===== src/rtl/fetch_pkg.sv =====
// Shared types and constants for the instruction fetch unit.
package fetch_pkg;

    typedef enum logic [1:0] {
        IDLE  = 2'd0,
        RUN   = 2'd1,
        DRAIN = 2'd2
    } fetch_state_e;

    localparam logic [31:0] NOP_INST = 32'h0000_0013;
    localparam int unsigned PC_STEP  = 4;

    function automatic logic [63:0] pc_align(input logic [63:0] pc);
        return {pc[63:2], 2'b00};
    endfunction

endpackage


===== src/rtl/fetch_fifo.sv =====
// In-order {pc, inst} buffer between instruction memory and decode.
// Flush wins over a same-cycle push.
module fetch_fifo #(
    parameter int W     = 64,
    parameter int DEPTH = 2
) (
    input  logic                       clk,
    input  logic                       rst_ni,
    input  logic                       push_i,
    input  logic [W-1:0]               wdata_i,
    input  logic                       pop_i,
    input  logic                       flush_i,
    output logic [W-1:0]               rdata_o,
    output logic [$clog2(DEPTH+1)-1:0] count_o,
    output logic                       full_o,
    output logic                       empty_o
);

    localparam int AW = $clog2(DEPTH);
    localparam int CW = $clog2(DEPTH+1);

    logic [W-1:0]  mem_q [DEPTH];
    logic [AW-1:0] wr_q;
    logic [AW-1:0] rd_q;
    logic [CW-1:0] cnt_q;
    logic          do_push;
    logic          do_pop;

    assign full_o  = (cnt_q == CW'(DEPTH));
    assign empty_o = (cnt_q == '0);
    assign count_o = cnt_q;
    assign do_push = push_i && !full_o;
    assign do_pop  = pop_i && !empty_o;
    assign rdata_o = mem_q[rd_q];

    // Pointers wrap naturally because DEPTH is a power of two.
    always_ff @(posedge clk or negedge rst_ni) begin
        if (!rst_ni) begin
            wr_q  <= '0;
            rd_q  <= '0;
            cnt_q <= '0;
        end else if (flush_i) begin
            wr_q  <= '0;
            rd_q  <= '0;
            cnt_q <= '0;
        end else begin
            if (do_push) wr_q <= wr_q + AW'(1);
            if (do_pop)  rd_q <= rd_q + AW'(1);
            cnt_q <= cnt_q + CW'(do_push) - CW'(do_pop);
        end
    end

    always_ff @(posedge clk) begin
        if (do_push && !flush_i) mem_q[wr_q] <= wdata_i;
    end

endmodule


===== src/rtl/inst_fetch.sv =====
// Instruction fetch: PC, credit-limited imem requests, response FIFO, redirect.
// Define FETCH_PERF_EN to add the perf_fetched/perf_bubbles counters.
module inst_fetch
    import fetch_pkg::*;
#(
    parameter int           N        = 32,
    parameter logic [N-1:0] RESET_PC = '0,
    parameter int           DEPTH    = 2
) (
    input  logic         clk,
    input  logic         rst,
`ifdef FETCH_PERF_EN
    output logic [31:0]  perf_fetched,
    output logic [31:0]  perf_bubbles,
`endif
    output logic         imem_req_valid,
    input  logic         imem_req_ready,
    output logic [N-1:0] imem_req_addr,
    input  logic         imem_rsp_valid,
    input  logic [N-1:0] imem_rsp_data,
    output logic         inst_valid,
    input  logic         inst_ready,
    output logic [N-1:0] inst,
    output logic [N-1:0] inst_pc,
    input  logic         redirect,
    input  logic [N-1:0] redirect_pc
);

    localparam int            CW      = $clog2(DEPTH+1);
    localparam logic [CW:0]   DEPTH_C = (CW+1)'(DEPTH);

    fetch_state_e   state_q, state_d;
    logic [N-1:0]   fetch_pc_q, fetch_pc_d;
    logic [N-1:0]   rsp_pc_q, rsp_pc_d;
    logic [CW-1:0]  out_q, out_d;
    logic [CW-1:0]  drop_q, drop_d;
    logic [CW-1:0]  fifo_cnt;
    logic [CW:0]    used;
    logic           fifo_full, fifo_empty;
    logic           push, pop;
    logic           req_fire, rsp_live;
    logic [N-1:0]   target;
    logic [2*N-1:0] head;

    assign target   = N'(pc_align(64'(redirect_pc)));
    assign used     = {1'b0, out_q} + {1'b0, fifo_cnt};
    // Credit uses registered occupancy, so a same-cycle pop frees nothing.
    assign imem_req_valid = (state_q != IDLE) && !redirect && (used < DEPTH_C);
    assign imem_req_addr  = fetch_pc_q;
    assign req_fire = imem_req_valid && imem_req_ready;
    assign rsp_live = imem_rsp_valid && (out_q != '0);

    assign inst_valid = !fifo_empty;
    assign pop        = inst_valid && inst_ready;
    assign inst       = fifo_empty ? N'(NOP_INST) : head[N-1:0];
    assign inst_pc    = fifo_empty ? '0 : head[2*N-1:N];

    always_comb begin
        out_d      = out_q + CW'(req_fire) - CW'(rsp_live);
        drop_d     = drop_q;
        fetch_pc_d = fetch_pc_q;
        rsp_pc_d   = rsp_pc_q;
        push       = 1'b0;
        if (req_fire) fetch_pc_d = fetch_pc_q + N'(PC_STEP);
        if (rsp_live) begin
            if (drop_q != '0) begin
                drop_d = drop_q - CW'(1);
            end else begin
                push     = !redirect;
                rsp_pc_d = rsp_pc_q + N'(PC_STEP);
            end
        end
        // Everything still in flight at a redirect is stale.
        if (redirect) begin
            fetch_pc_d = target;
            rsp_pc_d   = target;
            drop_d     = out_d;
        end
        state_d = (drop_d != '0) ? DRAIN : RUN;
    end

    always_ff @(posedge clk or negedge rst) begin
        if (!rst) begin
            state_q    <= IDLE;
            fetch_pc_q <= RESET_PC;
            rsp_pc_q   <= RESET_PC;
            out_q      <= '0;
            drop_q     <= '0;
        end else begin
            state_q    <= state_d;
            fetch_pc_q <= fetch_pc_d;
            rsp_pc_q   <= rsp_pc_d;
            out_q      <= out_d;
            drop_q     <= drop_d;
        end
    end

    fetch_fifo #(
        .W     (2*N),
        .DEPTH (DEPTH)
    ) u_fifo (
        .clk     (clk),
        .rst_ni  (rst),
        .push_i  (push),
        .wdata_i ({rsp_pc_q, imem_rsp_data}),
        .pop_i   (pop),
        .flush_i (redirect),
        .rdata_o (head),
        .count_o (fifo_cnt),
        .full_o  (fifo_full),
        .empty_o (fifo_empty)
    );

    always @(posedge clk) begin
        if (rst && imem_rsp_valid) begin
            assert (out_q != '0);
            assert (!fifo_full);
        end
    end

`ifdef FETCH_PERF_EN
    logic [31:0] fetched_q, bubbles_q;

    always_ff @(posedge clk or negedge rst) begin
        if (!rst) begin
            fetched_q <= '0;
            bubbles_q <= '0;
        end else begin
            if (pop && fetched_q != '1)
                fetched_q <= fetched_q + 32'd1;
            if (inst_ready && fifo_empty && bubbles_q != '1)
                bubbles_q <= bubbles_q + 32'd1;
        end
    end

    assign perf_fetched = fetched_q;
    assign perf_bubbles = bubbles_q;
`endif

endmodule

===== config.mk =====
export PLATFORM = sky130hd
export DESIGN_NAME = inst_fetch
export DESIGN_NICKNAME = d
export VERILOG_FILES = /design/src/rtl/fetch_pkg.sv /design/src/rtl/fetch_fifo.sv /design/src/rtl/inst_fetch.sv
export SDC_FILE = /design/constraint.sdc
export NUM_CORES = 1
export LEC_CHECK = 0
export ABC_AREA = 0
export CAP_MARGIN = 20
export CORE_MARGIN = 3
export CORE_UTILIZATION = 52
export CTS_CLUSTER_SIZE = 25
export DETAILED_ROUTE_END_ITERATION = 12
export HOLD_SLACK_MARGIN = 0.08
export PLACE_DENSITY_LB_ADDON = 0.12
export SYNTH_ARGS = -nofsm -noshare
export SYNTH_HDL_FRONTEND = slang
export SYNTH_SLANG_ARGS = --single-unit

===== constraint.sdc =====
create_clock -name clk -period 5.45 [get_ports clk]
set_input_delay 0.8175 -clock clk [delete_from_list [all_inputs] [get_ports clk]]
set_output_delay 0.8175 -clock clk [all_outputs]
set_load 0.02 [all_outputs]

* Word level (Yosys, flattened, before mapping)
Memories as Yosys holds them, arrays and structs flattened. Cells that the tools add are included.
Word-level totals: memories kept 1, RAM bits 128, input port bits 70, register bits 74
Cells by class: eq/ne operators 2, reductions and logical operators 21, add/subtract/negate cells 10, multiplexer cells 20, order comparisons 1
Memory list:
- u_fifo.mem_q | words 2, width 64, read ports 1, clocked after memory_dff 0, write ports 1, line fetch_fifo.sv:22 | logic [W-1:0] mem_q [DEPTH];
Operators by type and width (count):
- $mux 32 | 7
- $add 32x3->32 const B | 2
- $reduce_bool 2->1 | 8
- $mux 2 | 5
- $logic_and 1x1->1 | 8
- $mux 1 | 8
- $add 2x1->2 | 2
- $sub 2x1->2 | 2
- $add 2x2->3 | 1
- $logic_not 1->1 | 3
- $lt 3x2->1 const B | 1
- $add 1x1->1 const B | 2
- $eq 2x2->1 const B | 1
- $logic_not 2->1 | 1
- $ne 2x2->1 const B | 1
- $reduce_and 2->1 | 1
- $sub 2x1->2 const B | 1

* Longest topological paths before layout
word-level depth 9, mapped depth 15

* Modules after synthesis
From an unflattened synthesis, not the netlist that was laid out.
Second synthesis, totals: cell total of the unflattened synthesis 698, area total of the unflattened synthesis 9240.1 um^2
By module, submodules not included:
- fetch_fifo | cells an instance 222, seq. area each 3943.8 um^2, times used 1, area each 5074.9 um^2
- inst_fetch | cells an instance 476, seq. area each 1651.6 um^2, times used 1, area each 4165.2 um^2

* Worst setup path before layout
Ideal clock, no wire load.
path type input to register, start point in imem_rsp_valid, end point mem u_fifo.mem_q[0][0], enable pin, path buffers 0, setup slack 781 ps, stages on the path 4, library setup time 482 ps, required time 4968 ps, arrival time 4186 ps, cells stage by stage o21ai_1 nor3_1 nand2_1 nor2_1
On the way: longest elaborated chain between the ends 6
RTL lines:
- from (decl) | line inst_fetch.sv:19 | input logic imem_rsp_valid,
- $logic_and 1x1->1 | line inst_fetch.sv:51 | assign rsp_live = imem_rsp_valid && (out_q != '0);
- $mux 1 | line inst_fetch.sv:65 | if (rsp_live) begin
- $logic_and 1x1->1 | line fetch_fifo.sv:32 | assign do_push = push_i && !full_o;
- $logic_and 1x1->1 | line fetch_fifo.sv:54 | if (do_push && !flush_i) mem_q[wr_q] <= wdata_i;
- $mux 1 | line fetch_fifo.sv:54
- $mux 1 (not written as such) | line fetch_fifo.sv:54
- to (decl) | line fetch_fifo.sv:22
Every way passes these cells.

* Worst setup path after layout
start point reg u_fifo.cnt_q[0], in the netlist u_fifo.count_o[0], end point reg state_q[1]
On the way: longest elaborated chain between the ends 9
RTL lines:
- from (decl) | line fetch_fifo.sv:25 | logic [CW-1:0] cnt_q;
- from (signal assigned) | line fetch_fifo.sv:49 | cnt_q <= cnt_q + CW'(do_push) - CW'(do_pop);
- $add 2x2->3 | line inst_fetch.sv:46 | assign used = {1'b0, out_q} + {1'b0, fifo_cnt};
- $lt 3x2->1 | line inst_fetch.sv:48 | assign imem_req_valid = (state_q != IDLE) && !redirect && (used < DEPTH_C);
- $logic_and 1x1->1 | line inst_fetch.sv:48
- $logic_and 1x1->1 | line inst_fetch.sv:50 | assign req_fire = imem_req_valid && imem_req_ready;
- $add 2x1->2 | line inst_fetch.sv:59 | out_d = out_q + CW'(req_fire) - CW'(rsp_live);
- $sub 2x1->2 | line inst_fetch.sv:59
- net out_d[1] | line inst_fetch.sv:35 | logic [CW-1:0] out_q, out_d;
- $mux 2 | line inst_fetch.sv:74 | if (redirect) begin
- net drop_d[1] | line inst_fetch.sv:36 | logic [CW-1:0] drop_q, drop_d;
- $reduce_bool 2->1 | line inst_fetch.sv:79 | state_d = (drop_d != '0) ? DRAIN : RUN;
- $mux 2 | line inst_fetch.sv:79
- net state_d[1] | line inst_fetch.sv:32 | fetch_state_e state_q, state_d;
- to (signal assigned) | line inst_fetch.sv:90 | state_q <= state_d;
- to (decl) | line inst_fetch.sv:32
The timed path passes the listed nets, and every way through them passes these cells. A chain may end at the register's enable or synchronous reset.

==> results.md <==
* Worst path required time at 5.76 ns
* PortBufs at 161
* I/O pin count at 168
* HP Class: flip-flop to flip-flop
* Min-Delay Path Depth at 0
* Relative slew slack at 26.8%
* Die height at 135 um
* Most common cell in the synthesized netlist: edfxtp_1
* Hold_ws at 0.521 ns
* Setup Fix Bufs, Post-CTS at 0
* Worst skew pair latency at 0.42 ns
* Netlist cell types at 59
* # hold bufs at CTS at 0
* Clock buffer depth at 2
* Layout cell share with drive strength beyond 1 at 8.89%
* Reg2Reg Setup Slack at 1.64 ns
* Hold EP: u_fifo.mem_q[1][61]$_DFFE_PP_
* Sinks on Clock Net at 194
* Routed WL per cell at 18.0 um
* Count of nets after finishing at 919
* Crit path arrival time at 4.12 ns
* Highest clock rate at 262 MHz
* Worst VDD drop at 0.268 mV
* Synth area leader: edfxtp_1
* TritonCTS clock tree: yes
* H-tree depth at 4
* MaxCap Viol Count at 0
* Yosys reg bits at 194
* Slew Viols, Final at 0
* Worst-margin pin slew at 1.10 ns
* Area share of the largest cell type after synthesis at 43.3%
* Clock root buffer: clkbuf_16
* Crit Reg-Reg Endpoint: state_q[1]$_DFF_PN0_
* Final Cell Area at 11000 um2
* Layout fillers at 1154
* Setup TNS at 0 ns
* DRT Wirelength at 19.2 mm
* Gate count of the mapped netlist at 682
* PnR worst setup slack at 1.64 ns
* Final setup fails at 0
* Vias per inst at 5.58
* Largest net degree at the start of global routing at 71
* Drt pass-1 iters at 6
* Post-synth EDFFs at 124
* Global Route Usage Sum at 21.6%
* Run status: completed
* Top post-synthesis cells by count: edfxtp_1 (124), nor2_1 (85), dfrtp_1 (70), mux2i_1 (63), nand2_1 (52)
* Post-synth design cell area at 8610 um2
* Ys Warns at 0
* CTS clock-pin slew for the worst setup and hold paths at 0.07 ns
* Initial DRC count at 482
* Initial Util at 53.6%
* Fin cells at 1071
* Worst r2r src: u_fifo.count_o[0]$_DFF_PN0_
* DP Worst Slack at 1.50 ns
* Leakage at 3.87 nW
* Core area at 16100 um2
* Initial antenna violation count at 0
* # DRC at 0
* Hold Violations, Final at 0
* Critical path peak fanout at 24
* ANT cells at 0
* Via count at 5971
* Placed Cells incl. Taps at 1038
* GPL Wtd Cong at 0.890
* Async S/R FF share, synth at 36.1%
* Commonest register cell after synthesis: edfxtp_1
* Power per standard cell area at 416 nW/um2
* First-pass GRT wire length at 30.8 mm
* Post-detail-place hpwl at 13.1 mm
* Mean Syn Cell Area at 12.6 um2
* Reg2reg path depth at 13
* CTS resizes at 0
* Crit path kind: flip-flop to flip-flop
* Synth area leaders: edfxtp_1 (43%), dfrtp_1 (20%), mux2i_1 (7.3%)
* RSZ-0062 raised after global routing: no
* Hold path start: rsp_pc_q[29]$_DFFE_PN0P_
* Aggregate global routing overflow at 0
* ANT nets after route at 0
* Critical Path End Type: flip-flop
* Vias in the first global route at 5872
* Die Area at 18100 um2
* Area delta synth->final at 28.1%
* Die width at 135 um
* Final period util at 70.0%
* TritonCTS buffer count at 17
* Worst Skew at 0.00936 ns
* Final min period at 3.81 ns
* Crit start category: flip-flop
* Core Rows at 46
* Register area share after synthesis at 63.6%
* Post-Place Cell Area at 10500 um2
[worst max-delay path, stage by stage (launching register included)]
cell,delay [ns]
dfrtp_1,0.43
and2_1,0.19
fa_1,0.50
or4b_4,0.57
nor2_4,0.35
inv_2,0.28
ha_1,0.35
inv_1,0.04
ha_1,0.18
xnor2_1,0.18
xnor2_1,0.12
nand2_1,0.07
o21ai_0,0.13
or2_2,0.31
[per-stage QoR]
stage                     power (W)  utilization (%)
after floorplan             0.00279                -
after global placement      0.00341             64.9
after detailed placement    0.00345             65.1
after CTS                   0.00461             68.6
after global routing        0.00479             68.6
final                       0.00459             68.6
[where the power goes]
group          internal [W]  switching, W
clock              0.000633      0.000537
combinational      0.000670      0.000779
sequential          0.00175      0.000214
total               0.00306       0.00153
[metal layers]
layer  share of wire (%)  vias to the layer above  wire (um)  GRT usage, %
li1                    -                     2808          -             -
met1                  44                     2878       8520          30.0
met2                  47                      258       9100          34.7
met3                 7.2                       27       1380          4.55
met4                 1.3                        0        246          6.17
met5                   0                        -          0             0
[sequential cells by signal (all words and copies together) (netlist names)]
| name | flops |
|---|---|
| state_q | 2 |
| u_fifo.rd_q | 1 |
| u_fifo.count_o | 2 |
| imem_req_addr | 30 |
| u_fifo.mem_q | 124 |
| out_q | 2 |
| rsp_pc_q | 30 |
| u_fifo.wr_q | 1 |
| drop_q | 2 |
[logic make-up after synthesis]
kind of cell	Yosys count	synth area share (%)
other	1	0.0436
multiplexers	79	9.42
adder cells (fa/ha/maj)	7	1.10
flip-flops	194	63.6
AND/OR/NAND/NOR	239	13.8
AO/OA/AOI/OAI	71	5.23
buffers and inverters	48	2.40
XOR/XNOR	43	4.37
[cell type report]
cell class                 instances  area, um2  area share (%)
clock buffer                      17        425            3.86
tap                              216        270            2.45
clock inverter                    15        134            1.21
inverter                          16       60.1           0.545
timing repair buffer             170       1690            15.4
sequential                       194       5480            49.7
multi-input combinational        443       2960            26.9
[worst max-delay path by stage]
stage | start | end | slack [ns]
2_1_floorplan | imem_rsp_valid | u_fifo.mem_q[0][0]$_DFFE_PP_ | 0.78
3_3_place_gp | redirect | state_q[1]$_DFF_PN0_ | 1.56
3_5_place_dp | redirect | state_q[1]$_DFF_PN0_ | 1.50
4_1_cts | u_fifo.count_o[0]$_DFF_PN0_ | state_q[1]$_DFF_PN0_ | 1.64
5_1_grt | u_fifo.count_o[0]$_DFF_PN0_ | state_q[1]$_DFF_PN0_ | 1.46
6_report | u_fifo.count_o[0]$_DFF_PN0_ | state_q[1]$_DFF_PN0_ | 1.64
[cells in the final DEF, fill, tap and decap left out, types with 6 or more instances in the layout]
master	count
o21ai_0	27
nand3_1	27
and3_1	10
inv_1	15
xnor2_1	18
xor2_1	25
edfxtp_1	124
o211ai_1	9
buf_4	8
clkdlybuf4s50_1	160
dfrtp_1	69
ha_1	6
nor3_1	6
mux2i_1	63
nand2_1	52
nand4_1	23
mux2_2	16
a21oi_1	10
nor2_1	82
clkbuf_16	17
(Power assumes the default switching activity.)
